## src/rtl/hamming_pkg.sv

```systemverilog
// Shared types, codeword bit positions and helpers for the SECDED (8,4) link.
// Used by the syndrome generator and the receive decoder pipeline.
package hamming_pkg;

  typedef enum logic [1:0] {
    HAM_OK,
    HAM_SEC,
    HAM_DED
  } ham_status_t;

  localparam int P0 = 0;
  localparam int P2 = 1;
  localparam int P1 = 2;
  localparam int D0 = 3;
  localparam int P3 = 4;
  localparam int D1 = 5;
  localparam int D2 = 6;
  localparam int D3 = 7;

  typedef struct packed {
    logic [7:0] cw;
    logic [3:0] syn;
  } s1_t;

  typedef struct packed {
    logic [3:0] data;
    logic [7:0] cw_corr;
    logic [3:0] syn;
    logic       single;
    logic       dbl;
  } s2_t;

  // P1 and P2 sit at swapped positions, so syndromes 1 and 2
  // do not equal their bit index.
  function automatic logic [2:0] syn_to_bit(input logic [2:0] syn);
    logic [2:0] b;
    unique case (syn)
      3'd0:    b = 3'(P0);
      3'd1:    b = 3'(P1);
      3'd2:    b = 3'(P2);
      default: b = syn;
    endcase
    return b;
  endfunction

endpackage

```

## src/rtl/hamming_secded_syndrome.sv

```systemverilog
// Combinational SECDED (8,4) syndrome: cw[7:0] -> syn = {g,s3,s2,s1}.
// Ports: cw (codeword in), syn (overall parity + 3-bit Hamming syndrome).
module hamming_secded_syndrome
  import hamming_pkg::*;
(
  input  logic [7:0] cw,
  output logic [3:0] syn
);

  assign syn[0] = cw[P1] ^ cw[D0] ^ cw[D1] ^ cw[D3];
  assign syn[1] = cw[P2] ^ cw[D0] ^ cw[D2] ^ cw[D3];
  assign syn[2] = cw[P3] ^ cw[D1] ^ cw[D2] ^ cw[D3];
  assign syn[3] = ^cw;

endmodule

```

## src/rtl/hamming_secded_decoder_pipe.sv

```systemverilog
// Two-stage SECDED (8,4) receive decoder with valid/ready backpressure.
// Ports: clk, rst_n (sync low), in_* stream, out_* stream, cnt_clr, cnt_*.
module hamming_secded_decoder_pipe
  import hamming_pkg::*;
#(
  parameter int CNT_W = 16
) (
  input  logic             clk,
  input  logic             rst_n,
  input  logic             in_valid,
  output logic             in_ready,
  input  logic [7:0]       in_cw,
  output logic             out_valid,
  input  logic             out_ready,
  output logic [3:0]       out_data,
  output logic [7:0]       out_cw_corr,
  output logic [3:0]       out_syndrome,
  output logic             out_single,
  output logic             out_double,
  input  logic             cnt_clr,
  output logic [CNT_W-1:0] cnt_single,
  output logic [CNT_W-1:0] cnt_double
);

  logic        s1_valid;
  logic        s2_valid;
  s1_t         s1_d;
  s1_t         s1_q;
  s2_t         s2_d;
  s2_t         s2_q;
  logic        adv1;
  logic        adv2;
  logic        fire;
  ham_status_t st;
  logic [7:0]  mask;
  logic [7:0]  c;
  logic [3:0]  in_syn;

  logic [CNT_W-1:0] cs_q;
  logic [CNT_W-1:0] cd_q;

  assign adv2     = !s2_valid || out_ready;
  assign adv1     = !s1_valid || adv2;
  assign in_ready = adv1;
  assign fire     = s2_valid && out_ready;

  hamming_secded_syndrome u_syn (
    .cw  (in_cw),
    .syn (in_syn)
  );

  assign s1_d.cw  = in_cw;
  assign s1_d.syn = in_syn;

  always_ff @(posedge clk) begin
    if (!rst_n) begin
      s1_valid <= 1'b0;
      s1_q     <= '0;
    end else if (adv1) begin
      s1_valid <= in_valid;
      if (in_valid) s1_q <= s1_d;
    end
  end

  always_comb begin
    st   = HAM_OK;
    mask = '0;
    unique case (1'b1)
      s1_q.syn[3]: begin
        st   = HAM_SEC;
        mask = 8'(1) << syn_to_bit(s1_q.syn[2:0]);
      end
      (!s1_q.syn[3] && |s1_q.syn[2:0]): st = HAM_DED;
      default: st = HAM_OK;
    endcase
    c = s1_q.cw ^ mask;
    s2_d.data    = {c[D3], c[D2], c[D1], c[D0]};
    s2_d.cw_corr = c;
    s2_d.syn     = s1_q.syn;
    s2_d.single  = (st == HAM_SEC);
    s2_d.dbl     = (st == HAM_DED);
  end

  always_ff @(posedge clk) begin
    if (!rst_n) begin
      s2_valid <= 1'b0;
      s2_q     <= '0;
    end else if (adv2) begin
      s2_valid <= s1_valid;
      if (s1_valid) s2_q <= s2_d;
    end
  end

  assign out_valid    = s2_valid;
  assign out_data     = s2_q.data;
  assign out_cw_corr  = s2_q.cw_corr;
  assign out_syndrome = s2_q.syn;
  assign out_single   = s2_q.single;
  assign out_double   = s2_q.dbl;

  always_ff @(posedge clk) begin
    if (!rst_n) begin
      cs_q <= '0;
      cd_q <= '0;
    end else if (cnt_clr) begin
      cs_q <= '0;
      cd_q <= '0;
    end else begin
      if (fire && s2_q.single && !(&cs_q))
        cs_q <= cs_q + CNT_W'(1);
      if (fire && s2_q.dbl && !(&cd_q))
        cd_q <= cd_q + CNT_W'(1);
    end
  end

  assign cnt_single = cs_q;
  assign cnt_double = cd_q;

endmodule

```

## config.mk

```make
export PLATFORM = sky130hd
export DESIGN_NAME = hamming_secded_decoder_pipe
export DESIGN_NICKNAME = d
export VERILOG_FILES = /design/src/rtl/hamming_pkg.sv /design/src/rtl/hamming_secded_syndrome.sv /design/src/rtl/hamming_secded_decoder_pipe.sv
export SDC_FILE = /design/constraint.sdc
export NUM_CORES = 1
export LEC_CHECK = 0
export CORE_MARGIN = 2
export CORE_UTILIZATION = 48
export CTS_BUF_LIST = sky130_fd_sc_hd__clkbuf_2 sky130_fd_sc_hd__clkbuf_4 sky130_fd_sc_hd__clkbuf_8
export DETAILED_ROUTE_END_ITERATION = 10
export GPL_ROUTABILITY_DRIVEN = 0
export PLACE_DENSITY = 0.87
export SLEW_MARGIN = 40
export SYNTH_ARGS = -nofsm -noshare
export SYNTH_HDL_FRONTEND = slang
export SYNTH_SLANG_ARGS = --single-unit
```

## constraint.sdc

```tcl
create_clock -name clk -period 1.75 [get_ports clk]
set_input_delay 0.175 -clock clk [delete_from_list [all_inputs] [get_ports clk]]
set_output_delay 0.175 -clock clk [all_outputs]
set_load 0.02 [all_outputs]
```

==> results by group <==
Drt
  – DR DRC count: 0
  – Number of DRC markers in iteration 0: 160
  – First-pass DRT Iterations: 4
  – Vias per cell: 5.81
  – Detail Route Antenna Nets: 0
  – Drt wl/cell: 15.2 um
  – Vias: 3002
  – Drt total wl: 7840 um

Timing
  – Final worst setup slack: 72.5 ps
  – Final worst-path cycle share: 95.9%
  – Final hold violation count: 0
  – Final max-slew violation count: 0
  – Final min period: 1680 ps
  – Final setup violation count: 0
  – Measured slew at the worst slew-check pin: 493 ps
  – Clock skew: 7.20 ps
  – Fmax: 0.596 GHz
  – Fin Setup TNS: 0 ps
  – Slew headroom: 66.9%

Worst hold path
  – Hold path startpoint: in_cw[4]
  – Hold Path Class: input pin to register

Clock network
  – Worst-Skew Late Latency: 340 ps
  – Num CTS Buffers: 9
  – Hold-fix buffers at CTS: 0
  – CTS Sinks: 60
  – CTS Root Cell: clkbuf_8
  – CTS tree: done
  – H-Tree Depth: 3
  – Max clock buf depth: 2
  – Worst-path clk slew: 70 ps

Global route
  – Vias in the first global route: 3011
  – Antenna violations before repair: 0
  – Gr ovfl total: 0
  – Pin count of the biggest net entering global routing: 29
  – Global-route wire length before repair: 12900 um
  – Tot GR Track Use: 22.4%

Floorplanning
  – Die height: 83.5 um
  – Initial Util: 50.3%
  – Die area: 6960 um2
  – Top-level I/O count: 65
  – Row cnt: 28
  – Die W: 83.5 um
  – Core Area: 6030 um2

Synthesis
  – Netlist Area Pre-Place: 3030 um2
  – EDFF count, synth: 0
  – Synth Warn #: 0
  – Predominant post-synthesis flop cell: dfxtp_1
  – Post-synth top area share: 39.6%
  – Count of cell types in the netlist: 46
  – Net Count, Synth: 364
  – Sequential area share after synthesis: 39.6%
  – Post-synth ARST share: 0%
  – Cells after synthesis: 349
  – Yosys reg bits: 60
  – Top cells by area, synth: dfxtp_1, nand2_1, a21boi_0
  – Post-Syn Area per Cell: 8.68 um2
  – Largest area contributor in the netlist: dfxtp_1

Critical path
  – Slowest cell on the critical path: nor4_4
  – Crit Path Category: register to register
  – Startpoint types: register
  – Critical path's largest stage delay: 490 ps
  – Setup crit start: cnt_double[13]
  – Cell Chain, Critical Path: nand4_2 > nor4_4 > buf_4 > o21ai_0 > a21oi_1
  – CP bufs+invs: 1
  – Crit path max-delay family: simple AND/OR/NAND/NOR gates
  – Critical path data arrival time: 1940 ps
  – R2r startpoint: cnt_double[13]
  – Crit Path Max Fanout: 12
  – Worst EP required: 2020 ps
  – Worst Setup End Kind: register

Placement
  – Hpwl dp: 5510 um
  – Placed cells: 499
  – I/O Buffers: 64
  – DP Worst Slack: -151 ps

Layout
  – Nets: 452
  – Synth-to-layout area growth: 38.7%
  – Fin cells: 517
  – Antenna cells: 0
  – Layout cell share with drive strength beyond 1: 16.5%
  – # fillers: 484
  – Core Util, Final: 69.8%

Pwr
  – P_leak: 1.62 nW
  – Total power: 3.19 mW
  – PwrDens: 759 nW/um2
  – Worst VDD drop: 0.556 mV

Run status
  – Status: finished, final reports clean

Job
  – # Max-Cap Violations: 0
[registers in the layout, summed over array words and instances (netlist names)]
register and cells:
out_valid 1, out_cw_corr 4, cnt_single 16, s1_q 12
out_single 1, s1_valid 1, out_syndrome 4, out_double 1
cnt_double 16, out_data 4
[tightest hold or removal path, delay by kind of cell]
family,cells,cell delay [ps]
compound gates,1,60
buf+inv,1,440
simple gates,1,70
[through the flow]
step	instance area (um2)	hold slack (ps)
final	4200	451
after global routing	4200	462
after CTS	4160	443
after detailed placement	3940	465
after global placement	3940	460
after floorplan	3040	314
[what timing repair did]
| item | CTS | global route |
|---|---|---|
| setup endpoints to repair | 1 | 12 |
| pin swaps | 0 | 1 |
| buffers inserted | 0 | 2 |
| resized for setup | 1 | 9 |
| hold endpoints to repair | 0 | 0 |
[final cells by class]
class                           instances  area, um2  share of cell area, %
Clock inverter                          5       75.1                   1.79
Sequential cell                        60       1210                   28.8
Timing Repair Buffer                  101        942                   22.4
Multi-Input combinational cell        261       1720                   41.0
Inverter                                4       15.0                  0.357
Tap cell                               75       93.8                   2.23
Clock buffer                           11        145                   3.45
[logic make-up after synthesis]
family	count (synthesis)	share of synthesized area, %
AO/OA/AOI/OAI	86	20.5
XOR/XNOR	19	5.49
adder cells (fa/ha/maj)	2	0.826
buffers and inverters	28	4.25
flip-flops	60	39.6
multiplexers	1	0.372
AND/OR/NAND/NOR	153	28.9
[cells in the final DEF (no fill, tap or decap), drive strengths merged, types with 3 or more instances in the layout]
master / count
a21oi: 19
o21ai: 8
and3: 7
buf: 37
o211a: 10
and2: 5
nand4b: 3
xnor2: 13
clkinv: 3
or3: 11
o41ai: 3
a31oi: 4
nand2: 57
or4: 11
o211ai: 6
nor3: 6
nor4bb: 3
o31ai: 10
nor2: 11
and4: 4
a21boi: 16
nor4: 3
clkdlybuf4s50: 63
nand4: 14
clkbuf: 11
o311ai: 3
a41o: 4
xor2: 6
dfxtp: 60
inv: 4
nand3: 10
[synthesized netlist by cell type (all sizes together) (7+ instances only)]
cell     n
a21boi  16
dfxtp   60
o211a   10
or4     11
or3     11
nand2   57
nand4   14
xnor2   13
o21ai    8
o31ai   10
a21oi   19
buf      9
nor2    11
clkbuf  15
and3     7
nand3   10
[final timing paths]
path         cells after the start  slack [ps]         endpoint
max                              5          70    cnt_double[3]
min reg2reg                      2         470  out_syndrome[3]
min                              3         450          s1_q[8]
max reg2reg                      5          70    cnt_double[3]
[metal layers]
layer	global-route usage (%)	vias to the layer above	wire (um)
met3	7.22	9	512
met1	23.3	1419	3120
met4	7.04	0	83
met2	42.3	102	4130
li1	-	1472	-
met5	0	-	0
[report_power, final]
group | internal [mW] | leakage, nW | switching [mW] | total, mW
sequential | 1.41 | 0.492 | 0.0533 | 1.46
clock | 0.849 | 0.116 | 0.550 | 1.40
combinational | 0.172 | 1.02 | 0.159 | 0.331
total | 2.43 | 1.62 | 0.763 | 3.19
Note: power is estimated with default switching activity, not from simulation.
